## config.mk

```make
export PLATFORM = sky130hd
export DESIGN_NAME = uart_frame_sampler
export DESIGN_NICKNAME = d
export VERILOG_FILES = /design/src/rtl/uart_frame_sampler.sv
export SDC_FILE = /design/constraint.sdc
export NUM_CORES = 1
export LEC_CHECK = 0
export BUFFER_PORTS_ARGS = -buffer_cell sky130_fd_sc_hd__buf_2
export CAP_MARGIN = 20
export CORE_ASPECT_RATIO = 2
export CORE_MARGIN = 4
export CORE_UTILIZATION = 48
export CTS_BUF_LIST = sky130_fd_sc_hd__clkbuf_8
export CTS_CLUSTER_DIAMETER = 30
export DETAILED_ROUTE_END_ITERATION = 8
export PLACE_DENSITY_LB_ADDON = 0.12
export REMOVE_ABC_BUFFERS = 1
export SYNTH_ARGS = -nofsm -noshare
export SYNTH_HDL_FRONTEND = slang
export SYNTH_SLANG_ARGS = --single-unit
```

## constraint.sdc

```tcl
create_clock -name clk -period 3 [get_ports clk]
set_input_delay 0.15 -clock clk [delete_from_list [all_inputs] [get_ports clk]]
set_output_delay 0.15 -clock clk [all_outputs]
set_load 0.01 [all_outputs]
```

## src/rtl/uart_frame_sampler.sv

```systemverilog
// UART receive framer: majority-votes each oversampled bit and assembles
// start/data/parity/stop into a data word with parity and framing flags.
module uart_frame_sampler #(
  parameter int OVERSAMPLE    = 16,
  parameter int MAX_DATA_BITS = 8
) (
  input  logic                     clk,
  input  logic                     rst,
  input  logic                     tick_os,
  input  logic                     rx_filtered,
  input  logic                     falling_edge,
  input  logic                     enable,
  input  logic [1:0]               cfg_data_bits,
  input  logic                     cfg_parity_en,
  input  logic                     cfg_parity_odd,
  input  logic                     cfg_stop2,
  output logic [MAX_DATA_BITS-1:0] data_out,
  output logic                     data_valid,
  output logic                     parity_err,
  output logic                     frame_err,
  output logic                     start_detected,
  output logic                     busy,
  output logic [2:0]               state_dbg
);

  localparam int CW  = $clog2(OVERSAMPLE);
  localparam int MID = OVERSAMPLE / 2;

  typedef enum logic [2:0] {
    IDLE   = 3'd0,
    START  = 3'd1,
    DATA   = 3'd2,
    PARITY = 3'd3,
    STOP   = 3'd4
  } state_t;

  state_t                   state_q, state_d;
  logic [CW-1:0]            cnt_q, cnt_d;
  logic [3:0]               bit_idx_q, bit_idx_d;
  logic                     stop_idx_q, stop_idx_d;
  logic [1:0]               samp_q, samp_d;
  logic [MAX_DATA_BITS-1:0] shift_q, shift_d;
  logic                     pflag_q, pflag_d;
  logic                     fflag_q, fflag_d;
  logic [1:0]               data_bits_q, data_bits_d;
  logic                     parity_en_q, parity_en_d;
  logic                     parity_odd_q, parity_odd_d;
  logic                     stop2_q, stop2_d;
  logic [MAX_DATA_BITS-1:0] data_out_q, data_out_d;
  logic                     data_valid_q, data_valid_d;
  logic                     parity_err_q, parity_err_d;
  logic                     frame_err_q, frame_err_d;
  logic                     start_det_q, start_det_d;

  logic       vote;
  logic       at_vote;
  logic       at_end;
  logic [3:0] nbits_m1;

  // The third sample is taken live on the resolving tick, so only two are stored.
  assign vote     = (samp_q[0] & samp_q[1]) | (samp_q[0] & rx_filtered) |
                    (samp_q[1] & rx_filtered);
  assign at_vote  = tick_os && (cnt_q == CW'(MID + 1));
  assign at_end   = tick_os && (cnt_q == CW'(OVERSAMPLE - 1));
  assign nbits_m1 = {2'b00, data_bits_q} + 4'd4;

  always_comb begin
    state_d      = state_q;
    cnt_d        = cnt_q;
    bit_idx_d    = bit_idx_q;
    stop_idx_d   = stop_idx_q;
    samp_d       = samp_q;
    shift_d      = shift_q;
    pflag_d      = pflag_q;
    fflag_d      = fflag_q;
    data_bits_d  = data_bits_q;
    parity_en_d  = parity_en_q;
    parity_odd_d = parity_odd_q;
    stop2_d      = stop2_q;
    data_out_d   = data_out_q;
    data_valid_d = 1'b0;
    parity_err_d = 1'b0;
    frame_err_d  = 1'b0;
    start_det_d  = 1'b0;

    if (tick_os && (state_q != IDLE)) begin
      cnt_d = at_end ? '0 : cnt_q + 1'b1;
      if (cnt_q == CW'(MID - 1)) samp_d[0] = rx_filtered;
      if (cnt_q == CW'(MID))     samp_d[1] = rx_filtered;
    end

    case (state_q)
      IDLE: begin
        if (falling_edge && enable) begin
          data_bits_d  = cfg_data_bits;
          parity_en_d  = cfg_parity_en;
          parity_odd_d = cfg_parity_odd;
          stop2_d      = cfg_stop2;
          cnt_d        = '0;
          bit_idx_d    = '0;
          stop_idx_d   = 1'b0;
          shift_d      = '0;
          pflag_d      = 1'b0;
          fflag_d      = 1'b0;
          state_d      = START;
        end
      end
      START: begin
        if (at_vote) begin
          if (vote) state_d = IDLE;
          else      start_det_d = 1'b1;
        end
        if (at_end) begin
          state_d   = DATA;
          bit_idx_d = '0;
        end
      end
      DATA: begin
        if (at_vote) begin
          for (int i = 0; i < MAX_DATA_BITS; i++) begin
            if (bit_idx_q == 4'(i)) shift_d[i] = vote;
          end
        end
        if (at_end) begin
          if (bit_idx_q == nbits_m1) begin
            state_d    = parity_en_q ? PARITY : STOP;
            stop_idx_d = 1'b0;
          end else begin
            bit_idx_d = bit_idx_q + 4'd1;
          end
        end
      end
      PARITY: begin
        if (at_vote) pflag_d = vote ^ (^shift_q) ^ parity_odd_q;
        if (at_end) begin
          state_d    = STOP;
          stop_idx_d = 1'b0;
        end
      end
      STOP: begin
        // The last stop bit completes the frame at its vote, not its boundary.
        if (at_vote) begin
          if (!stop2_q || stop_idx_q) begin
            state_d      = IDLE;
            data_valid_d = 1'b1;
            data_out_d   = shift_q;
            parity_err_d = pflag_q;
            frame_err_d  = fflag_q | ~vote;
          end else begin
            fflag_d = fflag_q | ~vote;
          end
        end
        if (at_end) stop_idx_d = 1'b1;
      end
      default: state_d = IDLE;
    endcase

    if (!enable) begin
      state_d      = IDLE;
      data_out_d   = data_out_q;
      data_valid_d = 1'b0;
      parity_err_d = 1'b0;
      frame_err_d  = 1'b0;
      start_det_d  = 1'b0;
    end
  end

  always_ff @(posedge clk) begin
    if (rst) begin
      state_q      <= IDLE;
      cnt_q        <= '0;
      bit_idx_q    <= '0;
      stop_idx_q   <= 1'b0;
      samp_q       <= '0;
      shift_q      <= '0;
      pflag_q      <= 1'b0;
      fflag_q      <= 1'b0;
      data_bits_q  <= '0;
      parity_en_q  <= 1'b0;
      parity_odd_q <= 1'b0;
      stop2_q      <= 1'b0;
      data_out_q   <= '0;
      data_valid_q <= 1'b0;
      parity_err_q <= 1'b0;
      frame_err_q  <= 1'b0;
      start_det_q  <= 1'b0;
    end else begin
      state_q      <= state_d;
      cnt_q        <= cnt_d;
      bit_idx_q    <= bit_idx_d;
      stop_idx_q   <= stop_idx_d;
      samp_q       <= samp_d;
      shift_q      <= shift_d;
      pflag_q      <= pflag_d;
      fflag_q      <= fflag_d;
      data_bits_q  <= data_bits_d;
      parity_en_q  <= parity_en_d;
      parity_odd_q <= parity_odd_d;
      stop2_q      <= stop2_d;
      data_out_q   <= data_out_d;
      data_valid_q <= data_valid_d;
      parity_err_q <= parity_err_d;
      frame_err_q  <= frame_err_d;
      start_det_q  <= start_det_d;
    end
  end

  assign data_out       = data_out_q;
  assign data_valid     = data_valid_q;
  assign parity_err     = parity_err_q;
  assign frame_err      = frame_err_q;
  assign start_detected = start_det_q;
  assign busy           = (state_q != IDLE);
  assign state_dbg      = state_q;

endmodule

```

== After elaboration in Yosys (flattened, before gate mapping) ==
Cells that the tools add are included.

* Magnitude comparators: 0
* Divide/modulo/power cells: 0
* Multipliers: 0
* Muxes and demuxes: 44
* Bitwise gates (word level): 14
* Equal/unequal tests: 38
* $add $sub $neg: 3
* Shift-type cells: 0
* Reduce and logical (&&, ||, !) cells: 36

{| class="wikitable"
|+ Operators by type and width
! kind !! count
|-
| $ne 2x2->1 const B || 20
|-
| $reduce_and 4->1 || 10
|-
| $mux 4 || 8
|-
| $mux 3 || 10
|-
| $eq 4x3->1 const B || 5
|-
| $mux 1 || 18
|-
| $mux 8 || 2
|-
| $pmux 8 s2 || 1
|-
| $pmux 3 s5 || 1
|-
| $eq 4x4->1 const B || 3
|-
| $pmux 4 s3 || 1
|-
| $add 4x1->4 const B || 2
|-
| $eq 4x2->1 const B || 2
|-
| $reduce_and 8->1 || 1
|-
| $reduce_or 4->1 || 2
|-
| $reduce_xor 8->1 || 1
|-
| $eq 3x2->1 const B || 2
|-
| $ne 3x3->1 const B || 2
|-
| $not 1->1 || 6
|-
| $reduce_and 2->1 || 3
|-
| $reduce_and 6->1 || 1
|-
| $reduce_bool 2->1 || 3
|-
| $reduce_bool 3->1 || 2
|-
| $reduce_and 5->1 || 1
|-
| 19 further kinds || 28
|}

* Bits in writable memories: 0
* Output and inout port bits: 16
* Bits in read-only memories: 0
* Latch bits: 0
* Memories kept: 0
* Bits in registers: 41

== Longest topological paths before layout ==
Gate-level depths: netlist of the first run.

* Depth after elaboration: 8
* Gate-level depth with buffers: 8
* Depth with buffers taken out: 7

== Least setup slack after synthesis of the first run ==
No wires, ideal clock.

* Path kind: register to register
* Start: register cnt_q[0]
* End: register bit_idx_q[3]
* Stages on the path, launching flop included: 7
* Setup time: 0.071 ns
* Period minus slack after synthesis: 1.955 ns
* Required time: 2.929 ns
* Data arrival time: 1.884 ns
* Setup slack: 1.045 ns
* Cells stage by stage: dfxtp_1 -> ha_1 -> nand4_2 -> or3_4 -> o221a_4 -> or3_1 -> a21oi_1

* Cells in the longest elaborated chain, start to end: 4
* Elaborated cells on any way between the ends: 5
* Those cells by class: eq/ne (3); reduce/logical (2)

{| class="wikitable"
|+ Ends and longest elaborated chain
! element !! RTL line !! RTL
|-
| from (decl) || 38 || <nowiki>logic [CW-1:0] cnt_q, cnt_d;</nowiki>
|-
| from (signal assigned) || 189 || <nowiki>cnt_q <= cnt_d;</nowiki>
|-
| $eq 4x4->1 (*) || 64 || <nowiki>assign at_end = tick_os && (cnt_q == CW'(OVERSAMPLE - 1));</nowiki>
|-
| $logic_and 1x1->1 (*) || 64 ||
|-
| $ne 2x2->1 (no line) || -- ||
|-
| $reduce_and 5->1 (no line) (*) || -- ||
|-
| to (signal assigned) || 190 || <nowiki>bit_idx_q <= bit_idx_d;</nowiki>
|-
| to (decl) || 39 || <nowiki>logic [3:0] bit_idx_q, bit_idx_d;</nowiki>
|}

Every way passes the cells marked *; elsewhere a longest branch is shown, timed or not.
A chain may end at the register's enable or synchronous reset.

== Worst setup path after layout of the first run ==
Same ends and word-level chain as after synthesis.

==> results of run 1 <==
==> registers in the layout, indices dropped and copies added (netlist names), 2 cells and up <==
register and count:
data_out 8, bit_idx_q 4, state_dbg 3, data_bits_q 2, samp_q 2, shift_q 8, cnt_q 4
==> critical path, delay by kind of cell, from the launching register on <==
family / cells / cell delay, ps
compound gates: 2 / 440
flops: 1 / 440
fa+ha+maj: 1 / 300
simple gates: 3 / 860
==> stage by stage <==
| stage | instances | worst slack, ps | power, mW | instance area (µm²) |
|---|---|---|---|---|
| final | 311 | 880 | 1.09 | 2380 |
| after detailed placement | 303 | 922 | 0.646 | 2260 |
| after floorplan | 222 | 1040 | 0.617 | 2040 |
| after global routing | 311 | 719 | 1.14 | 2380 |
| after global placement | 303 | 939 | 0.645 | 2260 |
| after CTS | 311 | 886 | 1.10 | 2380 |
==> logic make-up (layout without fill, tap and decap cells) <==
logic type | Yosys count | in the layout
AOI/OAI and AO/OA | 35 | 35
xor gates and xnor gates | 12 | 12
adders and majority gates | 8 | 8
buffers and inverters | 17 | 45
DFF | 41 | 41
muxes | 26 | 26
and+or+nand+nor | 92 | 92
==> placed cells by master, fill, tap and decap left out, types with 2 or more instances in the layout <==
cell type	netlist	routed
nor2_1	28	28
dfxtp_1	41	41
nor3_1	4	4
o211ai_1	3	3
nor2b_1	6	6
or3_1	3	3
xor2_1	4	4
nand4_1	2	2
clkbuf_8	0	6
nor3b_1	2	2
or2_2	2	2
mux2i_1	26	26
a21oi_1	16	16
xnor2_1	7	7
buf_4	0	3
buf_2	1	26
nand4b_1	2	2
nand2_1	15	15
nand3_1	8	8
ha_1	7	7
o21ai_0	6	6
inv_1	8	9
nand2b_1	10	10
==> area by class of cell <==
| class | count | area, µm² |
|---|---|---|
| fill | 391 | 1750 |
| multi-input combinational | 173 | 1190 |
| sequential | 41 | 821 |
| timing repair buffer | 29 | 153 |
| clock buffer | 6 | 82.6 |
| tap | 52 | 65.1 |
| clock inverter | 2 | 33.8 |
| inverter | 8 | 30.0 |
==> final timing paths <==
kind / startpoint / to / slack, ps / cells past startpoint
setup / recovery: cnt_q[0] / bit_idx_q[3] / 880 / 6
hold / removal: cfg_parity_odd / parity_odd_q / 110 / 3
setup reg to reg: cnt_q[0] / bit_idx_q[3] / 880 / 6
hold reg to reg: fflag_q / fflag_q / 470 / 2
==> per-layer routing <==
layer | GRT usage (%) | wire length [µm]
met1 | 21.1 | 1810
met2 | 32.4 | 2460
met3 | 3.56 | 134
met4 | 7.68 | 112
met5 | 0 | 0
==> power by group through the flow <==
stage                     Clock (mW)  Combinational (mW)  Sequential, mW
after floorplan                    0              0.0480           0.569
after global placement             0              0.0752           0.570
after detailed placement           0              0.0757           0.570
after CTS                      0.469              0.0764           0.557
after global routing           0.495              0.0839           0.559
final                          0.457              0.0758           0.557
==> flow_metrics.py, run 1 <==
metrics = {
    "status": {
        "outcome": "completed",
    },
    "floorplanning": {
        "dieArea_um2": 5510,
        "die_h_um": 101,
        "io-pin-count": 27,
        "core_area_um2": 4130,
        "core.rowCount": 33,
        "die_w_um": 54.5,
        "start_util_pct": 50.3,
    },
    "critical_path": {
        "cp.required_ps": 3220,
        "cp_slowest_stage_delay_ps": 440,
        "critical_path.startpoint_type": "flip-flop",
        "crit_type": "flip-flop to flip-flop",
        "critPathMaxFanout": 7,
        "crit_chain": "ha_1, nand4_2, or3_4, o221a_4, or3_1, a21oi_1",
        "crit_slowest_cell": "dfxtp_1",
        "end_kind": "flip-flop",
        "worstPathArrival_ps": 2340,
    },
    "synthesis": {
        "synth_compound_area_share_pct": 10.8,
        "synth_xor_area_share_pct": 5.72,
        "ys_seq_area_share_pct": 39.5,
        "synthAdderAreaFrac_pct": 4.70,
        "syn_area_per_cell_um2": 9.00,
        "yosysTopAreaCell": "dfxtp_1",
        "yosys-top-cells-count": "dfxtp_1, nor2_1, mux2i_1",
        "synthMuxAreaShare_pct": 12.5,
        "synth_seq_cells": 41,
        "ys_types": 44,
        "synth-edff-count": 0,
        "yosysMostFrequentCell": "dfxtp_1",
        "netlist_instances": 231,
        "ys_warn_count": 0,
        "synth_top_area_share_pct": 39.5,
        "ys_top_cells_by_area": "dfxtp_1, mux2i_1, nor2_1, ha_1, a21oi_1",
        "async_reset_ff_share_pct": 0,
        "synth_top_family_by_area": "simple AND/OR/NAND/NOR gates",
        "synth_ff_type": "dfxtp_1",
        "syn_area_um2": 2080,
        "synthSimpleGateAreaFrac_pct": 23.6,
    },
    "timing": {
        "hold_viol_final": 0,
        "timing.hold.ws_ps": 108,
        "fin_skew_ps": 6.64,
        "rsz0062_at_grt": "false",
        "max_slew.worst_pin.slew_ps": 699,
        "timing.fmax_mhz": 472,
        "finalMaxSlewViolations": 0,
        "min_period_over_period_pct": 70.7,
        "min_period_ps": 2120,
        "max-slew-margin-rel_pct": 53.3,
        "setup_viol_count_final": 0,
        "tns_ps": 0,
    },
    "detailed_routing": {
        "ant_nets": 0,
        "remaining_drc_errors": 0,
        "postRouteWirelength_um": 4520,
        "dr.pass1.iters": 4,
        "dr_total_vias": 1679,
        "wl_per_cell_um": 14.5,
        "drt_iter0_markers": 38,
        "vias_per_cell": 5.40,
    },
    "layout": {
        "drive_gt1_share_pct": 17.4,
        "nNetsFinal": 276,
        "syn2layout_area_growth_pct": 14.4,
        "fin_util_pct": 57.6,
        "diodes": 0,
    },
    "global_route": {
        "grt_max_degree": 32,
        "grt_pass1_wl_um": 7480,
        "grt_pass1_vias": 1621,
        "grtUsageTotal_pct": 18.6,
        "grt_remaining_overflow": 0,
        "antenna_found_initial": 0,
    },
    "placed_design": {
        "post-dp-hpwl_um": 3360,
        "gp_congestion": 0.847,
        "port_buffers": 26,
    },
    "clocking": {
        "clkSinkCount": 41,
        "cts_setup_buffers": 0,
        "clk_latency_ps": 290,
        "postCtsHoldBufs": 0,
        "root_buffer": "clkbuf_8",
        "clk_path_buf_depth": 2,
        "cts_tree": "yes",
        "cts_buffers": 5,
        "clkTransAtPathRegs_ps": 80,
        "htree_num_levels": 2,
        "cts_resized": 0,
    },
    "pwr": {
        "ir_drop_mv": 0.397,
        "switchingPower_mw": 0.239,
        "p_int_mw": 0.851,
        "combinationalPowerShare_pct": 7.0,
        "power_density_nw_per_um2": 458,
        "p_seq_share_pct": 51.1,
        "clockPowerShare_pct": 41.9,
        "p_leak_nw": 1.05,
        "p_sw_share_pct": 21.9,
    },
    "worst_hold_path": {
        "hp-class": "input port to flip-flop",
    },
    "job": {
        "maxCapViolCount": 0,
    },
}
Note: power is estimated with default switching activity, not from simulation.
==> run 2: changes to the inputs <==
Clock period 3 ns to 2 ns, I/O delays scaled along.
==> flow_metrics.py, run 2 (synthesized netlist as in run 1, its figures left out) <==
metrics = {
    "timing": {
        "hold_viol_final": 0,
        "rsz0062_at_grt": "false",
        "setup_viol_count_final": 0,
        "min_period_over_period_pct": 95.8,
        "timing.fmax_mhz": 522,
        "finalMaxSlewViolations": 0,
        "min_period_ps": 1920,
        "tns_ps": 0,
        "max_slew.worst_pin.slew_ps": 541,
        "max-slew-margin-rel_pct": 63.9,
        "fin_skew_ps": 8.08,
    },
    "critical_path": {
        "crit_type": "flip-flop to flip-flop",
        "regToRegSetupSlack_ps": 80,
        "cp_slowest_stage_delay_ps": 370,
        "reg2reg_depth": 6,
        "crit_chain": "ha_2, nand4_2, or3_4, o221a_4, or3_1, a21oi_1",
        "cp.required_ps": 2220,
        "r2r-end": "bit_idx_q[3]",
        "regToRegStartpoint": "cnt_q[1]",
        "cp_top_family": "simple AND/OR/NAND/NOR gates",
        "critPathMaxFanout": 6,
        "crit_buf_inv": 0,
        "end_kind": "flip-flop",
        "crit_slowest_cell": "dfxtp_4",
        "critical_path.startpoint_type": "flip-flop",
        "cp.depth": 6,
        "worstPathArrival_ps": 2140,
    },
    "detailed_routing": {
        "wl_met3_um": 170,
        "top_layer_used": "met4",
        "wl_per_cell_um": 14.0,
        "ant_nets": 0,
        "dr_total_vias": 1700,
        "postRouteWirelength_um": 4480,
        "drt_iter0_markers": 36,
        "wl_met1_um": 1790,
        "wl_met2_um": 2400,
        "dr.pass1.iters": 4,
        "vias_per_cell": 5.30,
        "remaining_drc_errors": 0,
    },
    "global_route": {
        "grtUsageTotal_pct": 18.1,
        "grt_pass1_vias": 1668,
        "grt_remaining_overflow": 0,
        "antenna_found_initial": 0,
        "grt_max_degree": 32,
        "grt_pass1_wl_um": 7380,
    },
    "floorplanning": {
        "core_area_um2": 4130,
        "start_util_pct": 50.3,
        "die_w_um": 54.5,
        "core.rowCount": 33,
        "die_h_um": 101,
        "io-pin-count": 27,
        "dieArea_um2": 5510,
    },
    "layout": {
        "drive_gt1_share_pct": 21.6,
        "syn2layout_area_growth_pct": 16.7,
        "final_cell_area_um2": 2430,
        "final_common_cell": "dfxtp_1",
        "final_cell_mix": "dfxtp_1, nor2_1, mux2i_1, buf_2, a21oi_1",
        "nNetsFinal": 286,
        "diodes": 0,
    },
    "worst_hold_path": {
        "hold_start": "cfg_stop2",
        "hold_depth": 3,
        "hp-class": "input port to flip-flop",
        "min_to": "stop2_q",
    },
    "pwr": {
        "ir_drop_mv": 0.643,
        "power_density_nw_per_um2": 606,
        "p_leak_nw": 1.09,
    },
    "clocking": {
        "clkTransAtPathRegs_ps": 80,
        "cts_setup_buffers": 0,
        "cts_tree": "yes",
        "clk_latency_ps": 300,
        "root_buffer": "clkbuf_8",
        "htree_num_levels": 2,
        "clk_path_buf_depth": 2,
        "clkSinkCount": 41,
        "cts_buffers": 5,
    },
    "job": {
        "maxCapViolCount": 0,
    },
    "placed_design": {
        "post-dp-hpwl_um": 3410,
        "dpl_cell_area_um2": 2340,
        "port_buffers": 26,
        "gp_congestion": 0.842,
    },
    "status": {
        "outcome": "completed",
    },
}
==> run 2: cell count changes in the layout (fill, tap and decap cells not counted), sizes merged <==
cell	delta
clkbuf	-1
bufinv	-1
clkinv	+2
buf	+10
==> run 2: final cells by class <==
cell class                      count  area (µm²)
Clock inverter                      3        13.8
Inverter                            8        30.0
Tap cell                           52        65.1
Sequential cell                    41         826
Fill cell                         402        1700
Clock buffer                        5        68.8
Timing Repair Buffer               39         228
Multi-Input combinational cell    173        1190
==> run 2: where the power goes <==
part	total (mW)	switching (mW)	internal [mW]	leakage (nW)
Combinational	0.121	0.0669	0.0538	0.710
Clock	0.516	0.280	0.237	0.0491
Sequential	0.833	0.00879	0.824	0.332
Total	1.47	0.355	1.11	1.09
==> run 2: worst max-delay path by stage <==
stage	start	end	slack [ps]
final	cnt_q[1]	bit_idx_q[3]	80
after global routing	cnt_q[1]	bit_idx_q[3]	5
after CTS	cnt_q[1]	bit_idx_q[3]	10
after detailed placement	cnt_q[1]	bit_idx_q[3]	40
after global placement	cnt_q[1]	bit_idx_q[3]	100
after floorplan	cnt_q[0]	bit_idx_q[3]	40
==> run 2: what timing repair did <==
item | CTS | global route
hold buffers | 0 | 0
endpoints found under the setup margin | 0 | 2
resized for setup | 0 | 4
==> run 2: through the flow <==
step	instances	total power [mW]	setup slack (ps)	util [%]	hold WS [ps]
6_report	321	1.47	83.5	58.8	41.0
5_1_grt	321	1.53	4.64	58.8	43.1
4_1_cts	321	1.49	10.8	58.6	40.2
3_5_place_dp	313	0.975	38.5	56.6	343
3_3_place_gp	313	0.974	96.0	56.6	334
2_1_floorplan	222	0.926	45.0	-	169
==> run 2: worst min-delay path: cells and delay by family <==
| family | cells | cell delay (ps) |
|---|---|---|
| and+or+nand+nor | 1 | 80 |
| muxes | 1 | 50 |
| buffers and inverters | 1 | 70 |
==> run 2: routing by layer <==
metal | track usage, % | vias to the layer above
met3 | 3.26 | 9
li1 | - | 876
met2 | 32.4 | 36
met4 | 8.45 | 0
met5 | 0 | -
met1 | 19.2 | 779
